## src/rtl/i3c_ccc_pkg.sv

```systemverilog
// Shared encodings for the broadcast-CCC sequencer: state codes, tx/rx modes,
// and the default regfile map used when the sequencer is instantiated bare.
package i3c_ccc_pkg;

  typedef enum logic [2:0] {
    S_IDLE  = 3'd0,
    S_BCAST = 3'd1,
    S_ACK   = 3'd2,
    S_CCC   = 3'd3,
    S_CCC_T = 3'd4,
    S_DEF   = 3'd5,
    S_DEF_T = 3'd6
  } state_e;

  localparam logic [2:0] MODE_NONE = 3'b000;
  localparam logic [2:0] TX_SERIAL = 3'b001;
  localparam logic [2:0] TX_TBIT   = 3'b011;
  localparam logic [2:0] RX_ARB    = 3'b010;
  localparam logic [2:0] RX_ACK    = 3'b000;

  localparam int DEF_ADDR_W     = 10;
  localparam int DEF_BCAST_ADDR = 46;
  localparam int DEF_CCC_BASE   = 50;
  localparam int DEF_DEF_BASE   = 58;

endpackage

```

## src/rtl/bcast_ccc_seq_if.sv

```systemverilog
// Control bundle between the I3C engine and the broadcast-CCC sequencer.
// The engine side (master) issues the request and tx/rx feedback; the
// sequencer (slave) drives the shared tx/rx/bit-counter/regfile controls.
interface bcast_ccc_seq_if #(
  parameter int ADDR_W = 10,
  parameter int IDX_W  = 3,
  parameter int DCW    = 3
);

  logic              i_engine_en;
  logic [IDX_W-1:0]  i_ccc_idx;
  logic [DCW-1:0]    i_def_cnt;
  logic              i_tx_mode_done;
  logic              i_rx_ack_nack;

  logic              o_pp_od;
  logic              o_bit_cnt_en;
  logic              o_regf_rd_en;
  logic [ADDR_W-1:0] o_regf_addr;
  logic              o_tx_en;
  logic [2:0]        o_tx_mode;
  logic              o_rx_en;
  logic [2:0]        o_rx_mode;
  logic              o_done;
  logic              o_nack_err;

  modport master (
    output i_engine_en, i_ccc_idx, i_def_cnt, i_tx_mode_done, i_rx_ack_nack,
    input  o_pp_od, o_bit_cnt_en, o_regf_rd_en, o_regf_addr, o_tx_en,
           o_tx_mode, o_rx_en, o_rx_mode, o_done, o_nack_err
  );

  modport slave (
    input  i_engine_en, i_ccc_idx, i_def_cnt, i_tx_mode_done, i_rx_ack_nack,
    output o_pp_od, o_bit_cnt_en, o_regf_rd_en, o_regf_addr, o_tx_en,
           o_tx_mode, o_rx_en, o_rx_mode, o_done, o_nack_err
  );

endinterface

```

## src/rtl/bcast_ccc_seq.sv

```systemverilog
// Broadcast-CCC sequencer: 7E+W, ACK check with NACK retry, CCC byte + T bit,
// then up to MAX_DEF defining bytes each followed by a T bit.
//
//   state   | meaning
//   --------+--------------------------------------------------
//   IDLE    | waiting for i_engine_en
//   BCAST   | serialising 7E+W (open-drain, arbitration)
//   ACK     | one-cycle ACK/NACK evaluation
//   CCC     | serialising the selected CCC code (push-pull)
//   CCC_T   | T bit after the CCC code
//   DEF     | serialising defining byte def_ptr
//   DEF_T   | T bit after defining byte def_ptr
//
// All outputs are registered from the next-state decode, so every strobe is
// visible in exactly the first cycle of the state it belongs to.
module bcast_ccc_seq
  import i3c_ccc_pkg::*;
#(
  parameter int ADDR_W     = DEF_ADDR_W,
  parameter int BCAST_ADDR = DEF_BCAST_ADDR,
  parameter int CCC_BASE   = DEF_CCC_BASE,
  parameter int DEF_BASE   = DEF_DEF_BASE,
  parameter int MAX_DEF    = 4,
  parameter int NACK_RETRY = 2,
  parameter int IDX_W      = 3
) (
  input  logic           i_clk,
  input  logic           i_rst_n,
  bcast_ccc_seq_if.slave bus
);

  localparam int DCW = $clog2(MAX_DEF + 1);
  // +2 keeps the retry counter at least one bit wide when NACK_RETRY is 0
  localparam int RW  = $clog2(NACK_RETRY + 2);

  localparam logic [DCW-1:0]    MAX_DEF_C = DCW'(MAX_DEF);
  localparam logic [RW-1:0]     RETRY_MAX = RW'(NACK_RETRY);
  localparam logic [ADDR_W-1:0] BCAST_A   = ADDR_W'(BCAST_ADDR);
  localparam logic [ADDR_W-1:0] CCC_A     = ADDR_W'(CCC_BASE);
  localparam logic [ADDR_W-1:0] DEF_A     = ADDR_W'(DEF_BASE);

  state_e            state_q, state_d;
  logic [IDX_W-1:0]  idx_q, idx_d;
  logic [DCW-1:0]    def_cnt_q, def_cnt_d;
  logic [DCW-1:0]    def_ptr_q, def_ptr_d;
  logic [RW-1:0]     retry_q, retry_d;

  logic              pp_od_q, pp_od_d;
  logic              bit_cnt_en_q, bit_cnt_en_d;
  logic              rd_en_q, rd_en_d;
  logic [ADDR_W-1:0] addr_q, addr_d;
  logic              tx_en_q, tx_en_d;
  logic [2:0]        tx_mode_q, tx_mode_d;
  logic              rx_en_q, rx_en_d;
  logic [2:0]        rx_mode_q, rx_mode_d;
  logic              done_q, done_d;
  logic              nack_err_q, nack_err_d;

  // Next-state decode and next values of every registered output
  always_comb begin
    state_d    = state_q;
    idx_d      = idx_q;
    def_cnt_d  = def_cnt_q;
    def_ptr_d  = def_ptr_q;
    retry_d    = retry_q;
    rd_en_d    = 1'b0;
    addr_d     = '0;
    tx_en_d    = 1'b0;
    tx_mode_d  = MODE_NONE;
    rx_en_d    = 1'b0;
    rx_mode_d  = MODE_NONE;
    done_d     = 1'b0;
    nack_err_d = 1'b0;

    case (state_q)
      S_IDLE: begin
        if (bus.i_engine_en) begin
          idx_d     = bus.i_ccc_idx;
          def_cnt_d = (bus.i_def_cnt > MAX_DEF_C) ? MAX_DEF_C : bus.i_def_cnt;
          def_ptr_d = '0;
          retry_d   = '0;
          state_d   = S_BCAST;
          rd_en_d   = 1'b1;
          addr_d    = BCAST_A;
          tx_en_d   = 1'b1;
          tx_mode_d = TX_SERIAL;
          rx_en_d   = 1'b1;
          rx_mode_d = RX_ARB;
        end
      end
      S_BCAST: begin
        if (bus.i_tx_mode_done) begin
          state_d   = S_ACK;
          rx_en_d   = 1'b1;
          rx_mode_d = RX_ACK;
        end
      end
      S_ACK: begin
        if (!bus.i_rx_ack_nack) begin
          state_d   = S_CCC;
          rd_en_d   = 1'b1;
          addr_d    = CCC_A + ADDR_W'(idx_q);
          tx_en_d   = 1'b1;
          tx_mode_d = TX_SERIAL;
        end else if (retry_q < RETRY_MAX) begin
          // re-issue the broadcast header; the latched request is kept
          retry_d   = retry_q + RW'(1);
          state_d   = S_BCAST;
          rd_en_d   = 1'b1;
          addr_d    = BCAST_A;
          tx_en_d   = 1'b1;
          tx_mode_d = TX_SERIAL;
          rx_en_d   = 1'b1;
          rx_mode_d = RX_ARB;
        end else begin
          state_d    = S_IDLE;
          nack_err_d = 1'b1;
        end
      end
      S_CCC: begin
        if (bus.i_tx_mode_done) begin
          state_d   = S_CCC_T;
          tx_en_d   = 1'b1;
          tx_mode_d = TX_TBIT;
        end
      end
      S_CCC_T: begin
        if (bus.i_tx_mode_done) begin
          if (def_cnt_q == '0) begin
            state_d = S_IDLE;
            done_d  = 1'b1;
          end else begin
            state_d   = S_DEF;
            rd_en_d   = 1'b1;
            addr_d    = DEF_A + ADDR_W'(def_ptr_q);
            tx_en_d   = 1'b1;
            tx_mode_d = TX_SERIAL;
          end
        end
      end
      S_DEF: begin
        if (bus.i_tx_mode_done) begin
          state_d   = S_DEF_T;
          tx_en_d   = 1'b1;
          tx_mode_d = TX_TBIT;
        end
      end
      S_DEF_T: begin
        if (bus.i_tx_mode_done) begin
          if ((def_ptr_q + DCW'(1)) == def_cnt_q) begin
            state_d = S_IDLE;
            done_d  = 1'b1;
          end else begin
            def_ptr_d = def_ptr_q + DCW'(1);
            state_d   = S_DEF;
            rd_en_d   = 1'b1;
            addr_d    = DEF_A + ADDR_W'(def_ptr_d);
            tx_en_d   = 1'b1;
            tx_mode_d = TX_SERIAL;
          end
        end
      end
      default: state_d = S_IDLE;
    endcase

    // abort overrides anything decoded above, including a same-cycle tx done
    if (state_q != S_IDLE && !bus.i_engine_en) begin
      state_d    = S_IDLE;
      rd_en_d    = 1'b0;
      addr_d     = '0;
      tx_en_d    = 1'b0;
      tx_mode_d  = MODE_NONE;
      rx_en_d    = 1'b0;
      rx_mode_d  = MODE_NONE;
      done_d     = 1'b0;
      nack_err_d = 1'b0;
    end

    pp_od_d      = (state_d == S_CCC) || (state_d == S_CCC_T) ||
                   (state_d == S_DEF) || (state_d == S_DEF_T);
    bit_cnt_en_d = (state_d != S_IDLE);
  end

  // State, latched request, counters and output registers
  always_ff @(posedge i_clk or negedge i_rst_n) begin
    if (!i_rst_n) begin
      state_q      <= S_IDLE;
      idx_q        <= '0;
      def_cnt_q    <= '0;
      def_ptr_q    <= '0;
      retry_q      <= '0;
      pp_od_q      <= 1'b0;
      bit_cnt_en_q <= 1'b0;
      rd_en_q      <= 1'b0;
      addr_q       <= '0;
      tx_en_q      <= 1'b0;
      tx_mode_q    <= MODE_NONE;
      rx_en_q      <= 1'b0;
      rx_mode_q    <= MODE_NONE;
      done_q       <= 1'b0;
      nack_err_q   <= 1'b0;
    end else begin
      state_q      <= state_d;
      idx_q        <= idx_d;
      def_cnt_q    <= def_cnt_d;
      def_ptr_q    <= def_ptr_d;
      retry_q      <= retry_d;
      pp_od_q      <= pp_od_d;
      bit_cnt_en_q <= bit_cnt_en_d;
      rd_en_q      <= rd_en_d;
      addr_q       <= addr_d;
      tx_en_q      <= tx_en_d;
      tx_mode_q    <= tx_mode_d;
      rx_en_q      <= rx_en_d;
      rx_mode_q    <= rx_mode_d;
      done_q       <= done_d;
      nack_err_q   <= nack_err_d;
    end
  end

  assign bus.o_pp_od      = pp_od_q;
  assign bus.o_bit_cnt_en = bit_cnt_en_q;
  assign bus.o_regf_rd_en = rd_en_q;
  assign bus.o_regf_addr  = addr_q;
  assign bus.o_tx_en      = tx_en_q;
  assign bus.o_tx_mode    = tx_mode_q;
  assign bus.o_rx_en      = rx_en_q;
  assign bus.o_rx_mode    = rx_mode_q;
  assign bus.o_done       = done_q;
  assign bus.o_nack_err   = nack_err_q;

endmodule

```

## src/flat_wrapper.sv

```systemverilog
// flat-port wrapper written by rule: the top's interface ports become plain ports
module bcast_ccc_seq_flat import i3c_ccc_pkg::*;
#(
  parameter int ADDR_W     = DEF_ADDR_W,
  parameter int BCAST_ADDR = DEF_BCAST_ADDR,
  parameter int CCC_BASE   = DEF_CCC_BASE,
  parameter int DEF_BASE   = DEF_DEF_BASE,
  parameter int MAX_DEF    = 4,
  parameter int NACK_RETRY = 2,
  parameter int IDX_W      = 3
)
  (i_clk, i_rst_n, bus_i_engine_en, bus_i_ccc_idx, bus_i_def_cnt, bus_i_tx_mode_done, bus_i_rx_ack_nack, bus_o_pp_od, bus_o_bit_cnt_en, bus_o_regf_rd_en, bus_o_regf_addr, bus_o_tx_en, bus_o_tx_mode, bus_o_rx_en, bus_o_rx_mode, bus_o_done, bus_o_nack_err);
  bcast_ccc_seq_if #(.ADDR_W(ADDR_W), .IDX_W(IDX_W), .DCW(3)) bus_i ();
  input  logic i_clk;
  input  logic i_rst_n;
  input wire logic [$bits(bus_i.i_engine_en)-1:0] bus_i_engine_en;
  input wire logic [$bits(bus_i.i_ccc_idx)-1:0] bus_i_ccc_idx;
  input wire logic [$bits(bus_i.i_def_cnt)-1:0] bus_i_def_cnt;
  input wire logic [$bits(bus_i.i_tx_mode_done)-1:0] bus_i_tx_mode_done;
  input wire logic [$bits(bus_i.i_rx_ack_nack)-1:0] bus_i_rx_ack_nack;
  output wire logic [$bits(bus_i.o_pp_od)-1:0] bus_o_pp_od;
  output wire logic [$bits(bus_i.o_bit_cnt_en)-1:0] bus_o_bit_cnt_en;
  output wire logic [$bits(bus_i.o_regf_rd_en)-1:0] bus_o_regf_rd_en;
  output wire logic [$bits(bus_i.o_regf_addr)-1:0] bus_o_regf_addr;
  output wire logic [$bits(bus_i.o_tx_en)-1:0] bus_o_tx_en;
  output wire logic [$bits(bus_i.o_tx_mode)-1:0] bus_o_tx_mode;
  output wire logic [$bits(bus_i.o_rx_en)-1:0] bus_o_rx_en;
  output wire logic [$bits(bus_i.o_rx_mode)-1:0] bus_o_rx_mode;
  output wire logic [$bits(bus_i.o_done)-1:0] bus_o_done;
  output wire logic [$bits(bus_i.o_nack_err)-1:0] bus_o_nack_err;
  assign bus_i.i_engine_en = bus_i_engine_en;
  assign bus_i.i_ccc_idx = bus_i_ccc_idx;
  assign bus_i.i_def_cnt = bus_i_def_cnt;
  assign bus_i.i_tx_mode_done = bus_i_tx_mode_done;
  assign bus_i.i_rx_ack_nack = bus_i_rx_ack_nack;
  assign bus_o_pp_od = bus_i.o_pp_od;
  assign bus_o_bit_cnt_en = bus_i.o_bit_cnt_en;
  assign bus_o_regf_rd_en = bus_i.o_regf_rd_en;
  assign bus_o_regf_addr = bus_i.o_regf_addr;
  assign bus_o_tx_en = bus_i.o_tx_en;
  assign bus_o_tx_mode = bus_i.o_tx_mode;
  assign bus_o_rx_en = bus_i.o_rx_en;
  assign bus_o_rx_mode = bus_i.o_rx_mode;
  assign bus_o_done = bus_i.o_done;
  assign bus_o_nack_err = bus_i.o_nack_err;
  bcast_ccc_seq #(.ADDR_W(ADDR_W), .BCAST_ADDR(BCAST_ADDR), .CCC_BASE(CCC_BASE), .DEF_BASE(DEF_BASE), .MAX_DEF(MAX_DEF), .NACK_RETRY(NACK_RETRY), .IDX_W(IDX_W)) u_core (.i_clk(i_clk), .i_rst_n(i_rst_n), .bus(bus_i));
endmodule
```

## config.mk

```make
export PLATFORM = sky130hd
export DESIGN_NAME = bcast_ccc_seq_flat
export DESIGN_NICKNAME = d
export VERILOG_FILES = /design/src/rtl/i3c_ccc_pkg.sv /design/src/rtl/bcast_ccc_seq_if.sv /design/src/rtl/bcast_ccc_seq.sv /design/src/flat_wrapper.sv
export SDC_FILE = /design/constraint.sdc
export NUM_CORES = 1
export LEC_CHECK = 0
export BUFFER_PORTS_ARGS = -buffer_cell sky130_fd_sc_hd__buf_2
export CORE_MARGIN = 2
export CORE_UTILIZATION = 49
export CTS_CLUSTER_DIAMETER = 50
export CTS_CLUSTER_SIZE = 20
export DETAILED_ROUTE_END_ITERATION = 10
export PLACE_DENSITY = 0.75
export REMOVE_ABC_BUFFERS = 1
export SKIP_LAST_GASP = 1
export SYNTH_ARGS = -nofsm -noshare
export SYNTH_HDL_FRONTEND = slang
export SYNTH_SLANG_ARGS = --single-unit
```

## constraint.sdc

```tcl
create_clock -name i_clk -period 1.7 [get_ports i_clk]
set_clock_uncertainty 0.1 [all_clocks]
set_input_delay 0.255 -clock i_clk [delete_from_list [all_inputs] [get_ports i_clk]]
set_output_delay 0.255 -clock i_clk [all_outputs]
set_load 0.01 [all_outputs]
```

==> results of run 1 <==
==> routing by layer <==
metal  GRT usage  share of wire
met1      0.2638           0.42
met2      0.3320           0.49
met3     0.05766          0.065
met4      0.1083          0.024
met5           0              0
==> per-stage QoR <==
stage | utilization | setup TNS, ps | cells
after floorplan | - | -621.1 | 159
after global placement | 0.5896 | -204.5 | 254
after detailed placement | 0.5896 | -661.3 | 254
after CTS | 0.6255 | -11.53 | 264
after global routing | 0.6266 | -452.0 | 264
final | 0.6266 | -17.71 | 264
==> cell usage after synthesis (all sizes together), types with 5 or more instances <==
master	number
inv	6
nand2	26
a21oi	8
nand3	7
nand3b	5
buf	15
dfrtp	30
nor3	5
nor2	8
a31oi	6
o21ai	6
==> area by class of cell <==
class	instances	area, sq um
Fill cell	289	1236
Clock inverter	3	40.04
Clock buffer	5	37.54
Multi-Input combinational cell	123	847.1
Tap cell	46	57.56
Timing Repair Buffer	51	317.8
Sequential cell	30	752.0
Inverter	6	22.52
==> what timing repair did <==
item,in CTS,in global routing
resized for setup,3,2
hold buffers,1,0
pin swaps,3,0
buffers inserted,1,0
endpoints found under the hold margin,30,0
endpoints found under the setup margin,12,12
==> worst min-delay path by stage <==
stage                                      to  cells past startpoint
floorplan             u_core.bus.o_bit_cnt_en                      0
global placement    u_core.bus.o_regf_addr[6]                      1
detailed placement  u_core.bus.o_regf_addr[4]                      1
CTS                           u_core.idx_q[1]                      3
global route                  u_core.idx_q[0]                      3
finish                        u_core.idx_q[1]                      3
==> where the power goes <==
part,internal [W],leakage (nW),switching [W],total (W)
logic,0.000584,0.591,0.000647,0.00123
registers,0.000896,0.397,0.000164,0.00106
clock network,0.000304,0.0450,0.000270,0.000575
==> flip-flops by register name, indices dropped and copies added, names as in the netlist, 2 cells and up <==
signal / cells
u_core.bus.o_regf_addr: 7
u_core.def_cnt_q: 3
u_core.def_ptr_q: 3
u_core.idx_q: 3
u_core.state_q: 3
u_core.bus.o_tx_mode: 2
u_core.retry_q: 2
==> cells by family after synthesis <==
logic type                 after synthesis  share of synthesized area
xor gates and xnor gates                 6                    0.04478
muxes                                    2                    0.01194
adders and majority gates                4                    0.02985
buffers and inverters                   23                    0.07388
other                                    1                   0.002237
and+or+nand+nor                         62                     0.1903
AOI/OAI and AO/OA                       43                     0.1993
DFF                                     30                     0.4478
==> critical path, delay by kind of cell, from the launching register on <==
family                     cells  cell delay [ps]
DFF                            1              420
and+or+nand+nor                1               90
xor gates and xnor gates       1              160
AOI/OAI and AO/OA              2              570
adders and majority gates      1              280
==> qor.csv, run 1 <==
metric,value,unit
outcome,"complete, but fails checks",
violations,negative setup slack,
detailed_place.area,1952,sq um
route.final.wire_length,3730,microns
r2r_start,u_core.def_ptr_q[0],
worstSkewPairLatency,340,ps
globalRoute.totalOverflow,0,
final_hold_viol_count,0,
cp-end-kind,flop,
detailedRoute.firstIterationViolations,107,
antenna_cells,0,
tritoncts_clock_tree,built,
syn_area_per_cell,9.805,sq um
cts.htree.levels,2,
mostFrequentLayoutCells,"sky130_fd_sc_hd__dfrtp_1 (29), sky130_fd_sc_hd__buf_2 (27), sky130_fd_sc_hd__nand2_1 (25)",
synth_top_cell_by_area,sky130_fd_sc_hd__dfrtp_1,
worst-r2r-setup-slack,-20,ps
area.growth.synth_to_final,23.73,%
yosys_most_used_dff,sky130_fd_sc_hd__dfrtp_1,
fp.dieW,62.50,microns
detail-route-antenna-nets,0,
gp_routability_congestion,0.9166,
finalCriticalPeriod,1718,ps
cp_slowest_cell,sky130_fd_sc_hd__dfrtp_1,
detail_route.vias_per_cell,5.473,
drv.max_cap_violation_count,0,
startpoint,u_core.def_ptr_q[0],
worst_hold_path_type,input port to flop,
wp_data_arrival,1860,ps
initial_core_util,0.5064,
dp_hpwl,2783,microns
worstMarginPinSlew,642.7,ps
critPathMaxStageDelay,420,ps
power.static_leakage,1.033,nW
async_reset_ff_frac,1.000,
critical_path_class,flop to flop,
power_per_cell_area,1381,nW/um^2
place_ws,-163.7,ps
clock-sinks,30,
clkSlewWorstSetupHoldPaths,100,ps
place.port_buffers,27,
setup.worst_path.end,u_core.state_q[0],
ys_ff_latch,30,
io_pins,34,
rsz0062_at_grt,true,
die_area,3906,sq um
clock_root_buffer,sky130_fd_sc_hd__clkbuf_4,
synth_area,1677,sq um
synth_edf_count,0,
critical_path.cell_chain,"ha_4, xnor2_4, a41oi_4, nand2b_4, a221oi_2",
yosys_warnings,0,
rr_endpoint,u_core.state_q[0],
report.power.total,0.002865,W
peakVddDrop,0.0007308,V
ys_top_cells_by_area,"sky130_fd_sc_hd__dfrtp_1 (45%), sky130_fd_sc_hd__nand2_1 (5.6%), sky130_fd_sc_hd__buf_4 (3.6%), sky130_fd_sc_hd__ha_1 (3.0%), sky130_fd_sc_hd__a21oi_1 (2.4%)",
drc,0,
holdCritStartpoint,bus_i_ccc_idx[1],
crit_start_category,flop,
maxSlewHeadroom,0.5715,
via_count,1445,
netlist-cell-type-count,48,
global_route.usage.total,0.2101,
post-route-cell-area,2074,sq um
final_min_period_over_clock_period,1.010,
num_rows,21,
drt-pass1-iter-count,4,
maxSlewViolCount,0,
hold_slack,0.4714,ps
synth_cells,171,
fmax,582.2,MHz
seq_area_frac_synth,0.4478,
number_of_endpoints_failing_setup_at_the_final_stage,1,
layout.nets,232,
mostFrequentLayoutCell,sky130_fd_sc_hd__dfrtp_1,
chipHeight,62.50,microns
worst_r2r_path_depth,5,
first_global_vias,1345,
critical_path_peak_fanout,4,
maximum_number_of_buffers_from_clock_root_to_sink,2,
antenna_found_initial,0,
layout_setup_ws,-17.71,ps
grt_pass1_wl,6368,microns
post-synth-top-area-fraction,0.4478,
timing.critical_path.required,1840,ps
core_area,3311,sq um
numCtsBuffers,5,
final_layout_size_suffix_gt1_frac,0.3303,
wire_per_inst,14.13,microns
grt_start_max_net_pins,31,
(Power assumes the default switching activity.)
==> run 2, diff against run 1 <==
--- a/config.mk
+++ b/config.mk
@@ -6,7 +6,6 @@
 export NUM_CORES = 1
 export LEC_CHECK = 0
 export BUFFER_PORTS_ARGS = -buffer_cell sky130_fd_sc_hd__buf_2
-export CORE_MARGIN = 2
 export CORE_UTILIZATION = 49
 export CTS_CLUSTER_DIAMETER = 50
 export CTS_CLUSTER_SIZE = 20
==> run 2 against run 1 <==
Net effect:
- the flow still finishes with violations (negative setup slack)
- non-clock buffer count increased by 1
- sequential share of layout area decreased by 0.60 points
- clock power decreased by 5.6%
- critical path depth unchanged
- global-route usage increased by 1.6 points
- setup slack got worse by 0.67 ps
- clock-buffer cell count unchanged
- power increased by 1.8%
- register-to-register slack about the same
- cell count decreased by 0.38%
==> qor.csv, run 2 (synthesis gave the netlist of run 1 again) <==
metric,value,unit
area.growth.synth_to_final,25.60,%
internal_power,0.001838,W
worstSkewPairLatency,320,ps
rsz0062_at_grt,true,
power_per_cell_area,1386,nW/um^2
cp-end-kind,flop,
power.static_leakage,1.048,nW
cts.htree.levels,2,
critPathMaxStageDelay,420,ps
critical_path_peak_fanout,4,
gp_routability_congestion,0.8597,
layout.nets,233,
core_area,3153,sq um
antenna_found_initial,0,
wire_per_inst,13.60,microns
fp.dieW,60.50,microns
grt_start_max_net_pins,31,
critical_path.cell_chain,"ha_4, xnor2_4, a41oi_4, nand2b_4, a221oi_2",
mostFrequentLayoutCells,"sky130_fd_sc_hd__dfrtp_1 (30), sky130_fd_sc_hd__buf_2 (27), sky130_fd_sc_hd__nand2_1 (25)",
initial_core_util,0.5317,
antenna_cells,0,
first_global_vias,1280,
fmax,581.9,MHz
worst_path_dominant_cell_family,compound AO/OA/AOI/OAI gates,
via_count,1422,
place.port_buffers,27,
outcome,"complete, but fails checks",
grt_pass1_wl,5934,microns
sequential_power_share,0.357,
timing.critical_path.required,1830,ps
critical_path_class,flop to flop,
maximum_number_of_buffers_from_clock_root_to_sink,2,
maxSlewHeadroom,0.5865,
die_area,3660,sq um
placed_cells,252,
clock-sinks,30,
crit_start_category,flop,
layout_setup_ws,-18.38,ps
drt-pass1-iter-count,6,
largest_register_ffs,7,
drc,0,
final_min_period_over_clock_period,1.011,
power_switching,0.001080,W
globalRoute.totalOverflow,0,
tritoncts_clock_tree,built,
worst_hold_path_type,input port to flop,
dp_hpwl,2562,microns
clock_power_share,0.186,
wp_data_arrival,1850,ps
maxSlewViolCount,0,
critical_path.n_buffers_inverters,0,
worstMarginPinSlew,620.3,ps
drv.max_cap_violation_count,0,
hold_slack,20.83,ps
finalCoreUtilization,0.6679,
final.fill_count,266,
clkSlewWorstSetupHoldPaths,90,ps
detail-route-antenna-nets,0,
comb_power_share,0.458,
place_ws,-128.7,ps
numCtsBuffers,5,
clock_root_buffer,sky130_fd_sc_hd__clkbuf_4,
mostFrequentLayoutCell,sky130_fd_sc_hd__dfrtp_1,
finalCriticalPeriod,1718,ps
chipHeight,60.50,microns
io_pins,34,
sw_frac_of_total,0.3701,
cp_slowest_cell,sky130_fd_sc_hd__dfrtp_1,
num_rows,20,
peakVddDrop,0.0006941,V
detail_route.vias_per_cell,5.407,
final_cell_count_no_fill,263,
violations,negative setup slack,
detailedRoute.firstIterationViolations,59,
route.final.wire_length,3577,microns
final_hold_viol_count,0,
final_layout_size_suffix_gt1_frac,0.3333,
global_route.usage.total,0.2258,
number_of_endpoints_failing_setup_at_the_final_stage,1,
==> run 2: cell count changes in the layout (fill, tap and decap cells not counted) <==
cell,delta
sky130_fd_sc_hd__buf_12,+1
sky130_fd_sc_hd__dfrtp_1,+1
sky130_fd_sc_hd__dfrtp_2,-1
sky130_fd_sc_hd__nor4_1,-1
sky130_fd_sc_hd__nor4_2,+1
sky130_fd_sc_hd__nor4b_2,-1
sky130_fd_sc_hd__nor4b_4,+1
==> run 2: per-layer routing <==
metal | routed length, microns | vias up | global-route usage
li1 | - | 695 | -
met4 | 57 | 0 | 0.09416
met5 | 0 | - | 0
met1 | 1553 | 665 | 0.2882
met3 | 206 | 8 | 0.07249
met2 | 1760 | 54 | 0.3548
==> run 2: stage by stage <==
step | total power (W) | instance area (sq um) | setup TNS [ps]
global route | 0.003125 | 2106 | -253.1
detailed placement | 0.002323 | 1962 | -567.3
floorplan | 0.001788 | 1594 | -621.1
CTS | 0.002906 | 2073 | 0
finish | 0.002918 | 2106 | -18.38
global placement | 0.002285 | 1962 | -232.1
==> run 2: power groups by stage <==
| stage | Sequential [W] | Combinational [W] | Clock (W) |
|---|---|---|---|
| final | 0.00104 | 0.00134 | 0.000543 |
| after global routing | 0.00107 | 0.00146 | 0.000594 |
| after CTS | 0.00103 | 0.00132 | 0.000561 |
| after detailed placement | 0.00104 | 0.00129 | 0 |
| after global placement | 0.00103 | 0.00126 | 0 |
| after floorplan | 0.00113 | 0.000658 | 0 |
==> run 2: path summary, 6_finish.rpt <==
check / start / end / slack [ps] / cells past startpoint
setup / recovery: u_core.def_ptr_q[1] / u_core.state_q[0] / -20 / 5
hold / removal: bus_i_ccc_idx[2] / u_core.idx_q[2] / 20 / 3
setup reg to reg: u_core.def_ptr_q[1] / u_core.state_q[0] / -20 / 5
hold reg to reg: u_core.idx_q[2] / u_core.idx_q[2] / 400 / 2
max in group asynchronous: i_rst_n / u_core.retry_q[0] / 730 / 2
min in group asynchronous: i_rst_n / u_core.bus.o_regf_addr[3] / 370 / 2
==> run 2: repair_timing <==
| item | CTS | global route |
|---|---|---|
| setup endpoints to repair | 11 | 8 |
| hold buffers | 1 | 0 |
| endpoints found under the hold margin | 30 | 0 |
| setup buffers | 0 | 2 |
| resized for setup | 2 | 3 |
| pin swaps | 4 | 2 |
==> run 2: cell type report <==
class / count / area [sq um] / area share
timing repair buffer: 52 / 337.8 / 0.1604
clock inverter: 3 / 40.04 / 0.01901
multi-input combinational: 123 / 862.1 / 0.4094
clock buffer: 5 / 37.54 / 0.01783
sequential: 30 / 750.7 / 0.3565
inverter: 6 / 22.52 / 0.01070
tap: 44 / 55.05 / 0.02614
==> run 2: worst min-delay path, delay by kind of cell <==
family	cells	cell delay (ps)
buffers and inverters	1	80
AND/OR/NAND/NOR	2	80
==> run 3, diff against run 2 <==
--- a/config.mk
+++ b/config.mk
@@ -6,11 +6,10 @@
 export NUM_CORES = 1
 export LEC_CHECK = 0
 export BUFFER_PORTS_ARGS = -buffer_cell sky130_fd_sc_hd__buf_2
-export CORE_UTILIZATION = 49
+export CORE_UTILIZATION = 41
 export CTS_CLUSTER_DIAMETER = 50
 export CTS_CLUSTER_SIZE = 20
 export DETAILED_ROUTE_END_ITERATION = 10
-export PLACE_DENSITY = 0.75
 export REMOVE_ABC_BUFFERS = 1
 export SKIP_LAST_GASP = 1
 export SYNTH_ARGS = -nofsm -noshare
==> run 3 against run 2 <==
Net effect:
- the flow now finishes without violations
- flip-flop and latch count stayed put
- hold slack better by 49 ps
- die area increased by 19%
- sequential power is essentially flat
- via count stayed put
- critical path depth down 1
==> qor.csv, run 3 (synthesis gave the netlist of run 1 again) <==
metric,value,unit
outcome,"finished, final reports clean",
final_min_period_over_clock_period,0.9897,
globalRoute.totalOverflow,0,
largest_register_ffs,7,
rsz0062_at_grt,true,
detail_route.vias_per_cell,5.286,
final_hold_viol_count,0,
finalCriticalPeriod,1682,ps
route.met2.wl,1818,microns
worstMarginPinSlew,648.3,ps
initial_core_util,0.4414,
fmax,594.4,MHz
sw_frac_of_total,0.3728,
critical_path_class,flop to flop,
grt_pass1_wl,6492,microns
detail-route-antenna-nets,0,
area.growth.synth_to_final,28.28,%
fp.dieW,65.95,microns
layout.area.seq,753.2,sq um
power_switching,0.001073,W
numCtsBuffers,5,
wp_data_arrival,1780,ps
timing.critical_path.required,1800,ps
met3RoutedLength,175,microns
layout.nets,236,
route.final.wire_length,3851,microns
detailedRoute.firstIterationViolations,108,
io_pins,34,
report.power.total,0.002877,W
comb_power_share,0.450,
wire_per_inst,14.32,microns
place.port_buffers,27,
tritoncts_clock_tree,built,
post-route-cell-area,2151,sq um
critical_path.cell_chain,"xnor3_2, a31oi_4, buf_6, mux2i_1",
detailed_place.area,1977,sq um
power_per_cell_area,1338,nW/um^2
global_route.usage.total,0.1967,
multi_input_area,883.3,sq um
via_count,1422,
drv.max_cap_violation_count,0,
dp_hpwl,2798,microns
die_area,4349,sq um
clock-sinks,30,
number_of_endpoints_failing_setup_at_the_final_stage,0,
final_layout_size_suffix_gt1_frac,0.3529,
clock_power_share,0.179,
cts.htree.levels,2,
timing.setup.tns,0,ps
cp-end-kind,flop,
topRoutingLayerUsed,met4,
mostFrequentLayoutCells,"sky130_fd_sc_hd__dfrtp_1 (28), sky130_fd_sc_hd__buf_2 (27), sky130_fd_sc_hd__nand2_1 (25), sky130_fd_sc_hd__buf_4 (25)",
internal_power,0.001804,W
worst_hold_path_type,input port to flop,
drc,0,
critPathMaxStageDelay,460,ps
clkSlewWorstSetupHoldPaths,60,ps
num_rows,22,
core_area,3799,sq um
route.layer.met1.wl,1810,microns
cp_slowest_cell,sky130_fd_sc_hd__xnor3_2,
maxSlewViolCount,0,
place_ws,-140.2,ps
grt_start_max_net_pins,31,
first_global_vias,1352,
sequential_power_share,0.370,
drt-pass1-iter-count,6,
worstSkewPairLatency,270,ps
antenna_cells,0,
layout_setup_ws,17.56,ps
chipHeight,65.95,microns
maxSlewHeadroom,0.5678,
hold_slack,70.18,ps
antenna_found_initial,0,
maximum_number_of_buffers_from_clock_root_to_sink,2,
mostFrequentLayoutCell,sky130_fd_sc_hd__dfrtp_1,
clock_root_buffer,sky130_fd_sc_hd__clkbuf_8,
power.static_leakage,1.056,nW
gp_routability_congestion,0.8374,
critical_path_peak_fanout,6,
peakVddDrop,0.0005424,V
final.fill_count,347,
crit_start_category,flop,
-- run 3: layer usage --
layer  global-route usage  vias up
li1                     -      700
met1               0.2658      678
met2               0.3048       38
met3              0.03966        6
met4              0.08245        0
met5                    0        -
-- run 3: what timing repair did --
| action | 4_1_cts | 5_1_grt |
|---|---|---|
| hold buffers | 1 | 0 |
| gates resized for setup | 2 | 10 |
| hold endpoints to repair | 30 | 0 |
| endpoints found under the setup margin | 13 | 11 |
| pin swaps | 3 | 6 |
| buffers inserted | 0 | 2 |
-- run 3: worst max-delay path, delay by kind of cell, from the launching register on --
kind                      cells  cell delay (ps)
buffers and inverters         1              150
muxes                         1              160
xor gates and xnor gates      1              460
DFF                           1              450
AOI/OAI and AO/OA             1              290
-- run 3: final timing paths --
kind / from / endpoint / slack (ps) / cells past startpoint
min: bus_i_ccc_idx[1] / u_core.idx_q[1] / 70 / 3
max reg2reg: u_core.def_ptr_q[2] / u_core.def_ptr_q[0] / 20 / 4
max in group asynchronous: i_rst_n / u_core.state_q[0] / 590 / 2
min in group asynchronous: i_rst_n / u_core.bus.o_regf_addr[6] / 440 / 2
min reg2reg: u_core.idx_q[0] / u_core.idx_q[0] / 420 / 2
max: u_core.def_ptr_q[2] / u_core.def_ptr_q[0] / 20 / 4
-- run 3: through the flow --
stage | util | std cells
6_report | 0.5662 | 269
5_1_grt | 0.5662 | 269
4_1_cts | 0.5494 | 267
3_5_place_dp | 0.5204 | 259
3_3_place_gp | 0.5204 | 259
2_1_floorplan | - | 159
-- run 3: area by class of cell --
cell class,count,area share
Multi-Input combinational cell,123,0.4107
Sequential cell,30,0.3502
Timing Repair Buffer,55,0.1652
Clock buffer,7,0.03549
Tap cell,48,0.02792
Inverter,6,0.01047
-- run 3: power by group through the flow --
stage | clock network, W | registers [W] | logic, W
after global routing | 0.000569 | 0.00109 | 0.00142
final | 0.000515 | 0.00107 | 0.00130
after detailed placement | 0 | 0.00106 | 0.00124
after floorplan | 0 | 0.00113 | 0.000658
after CTS | 0.000532 | 0.00106 | 0.00127
after global placement | 0 | 0.00106 | 0.00123
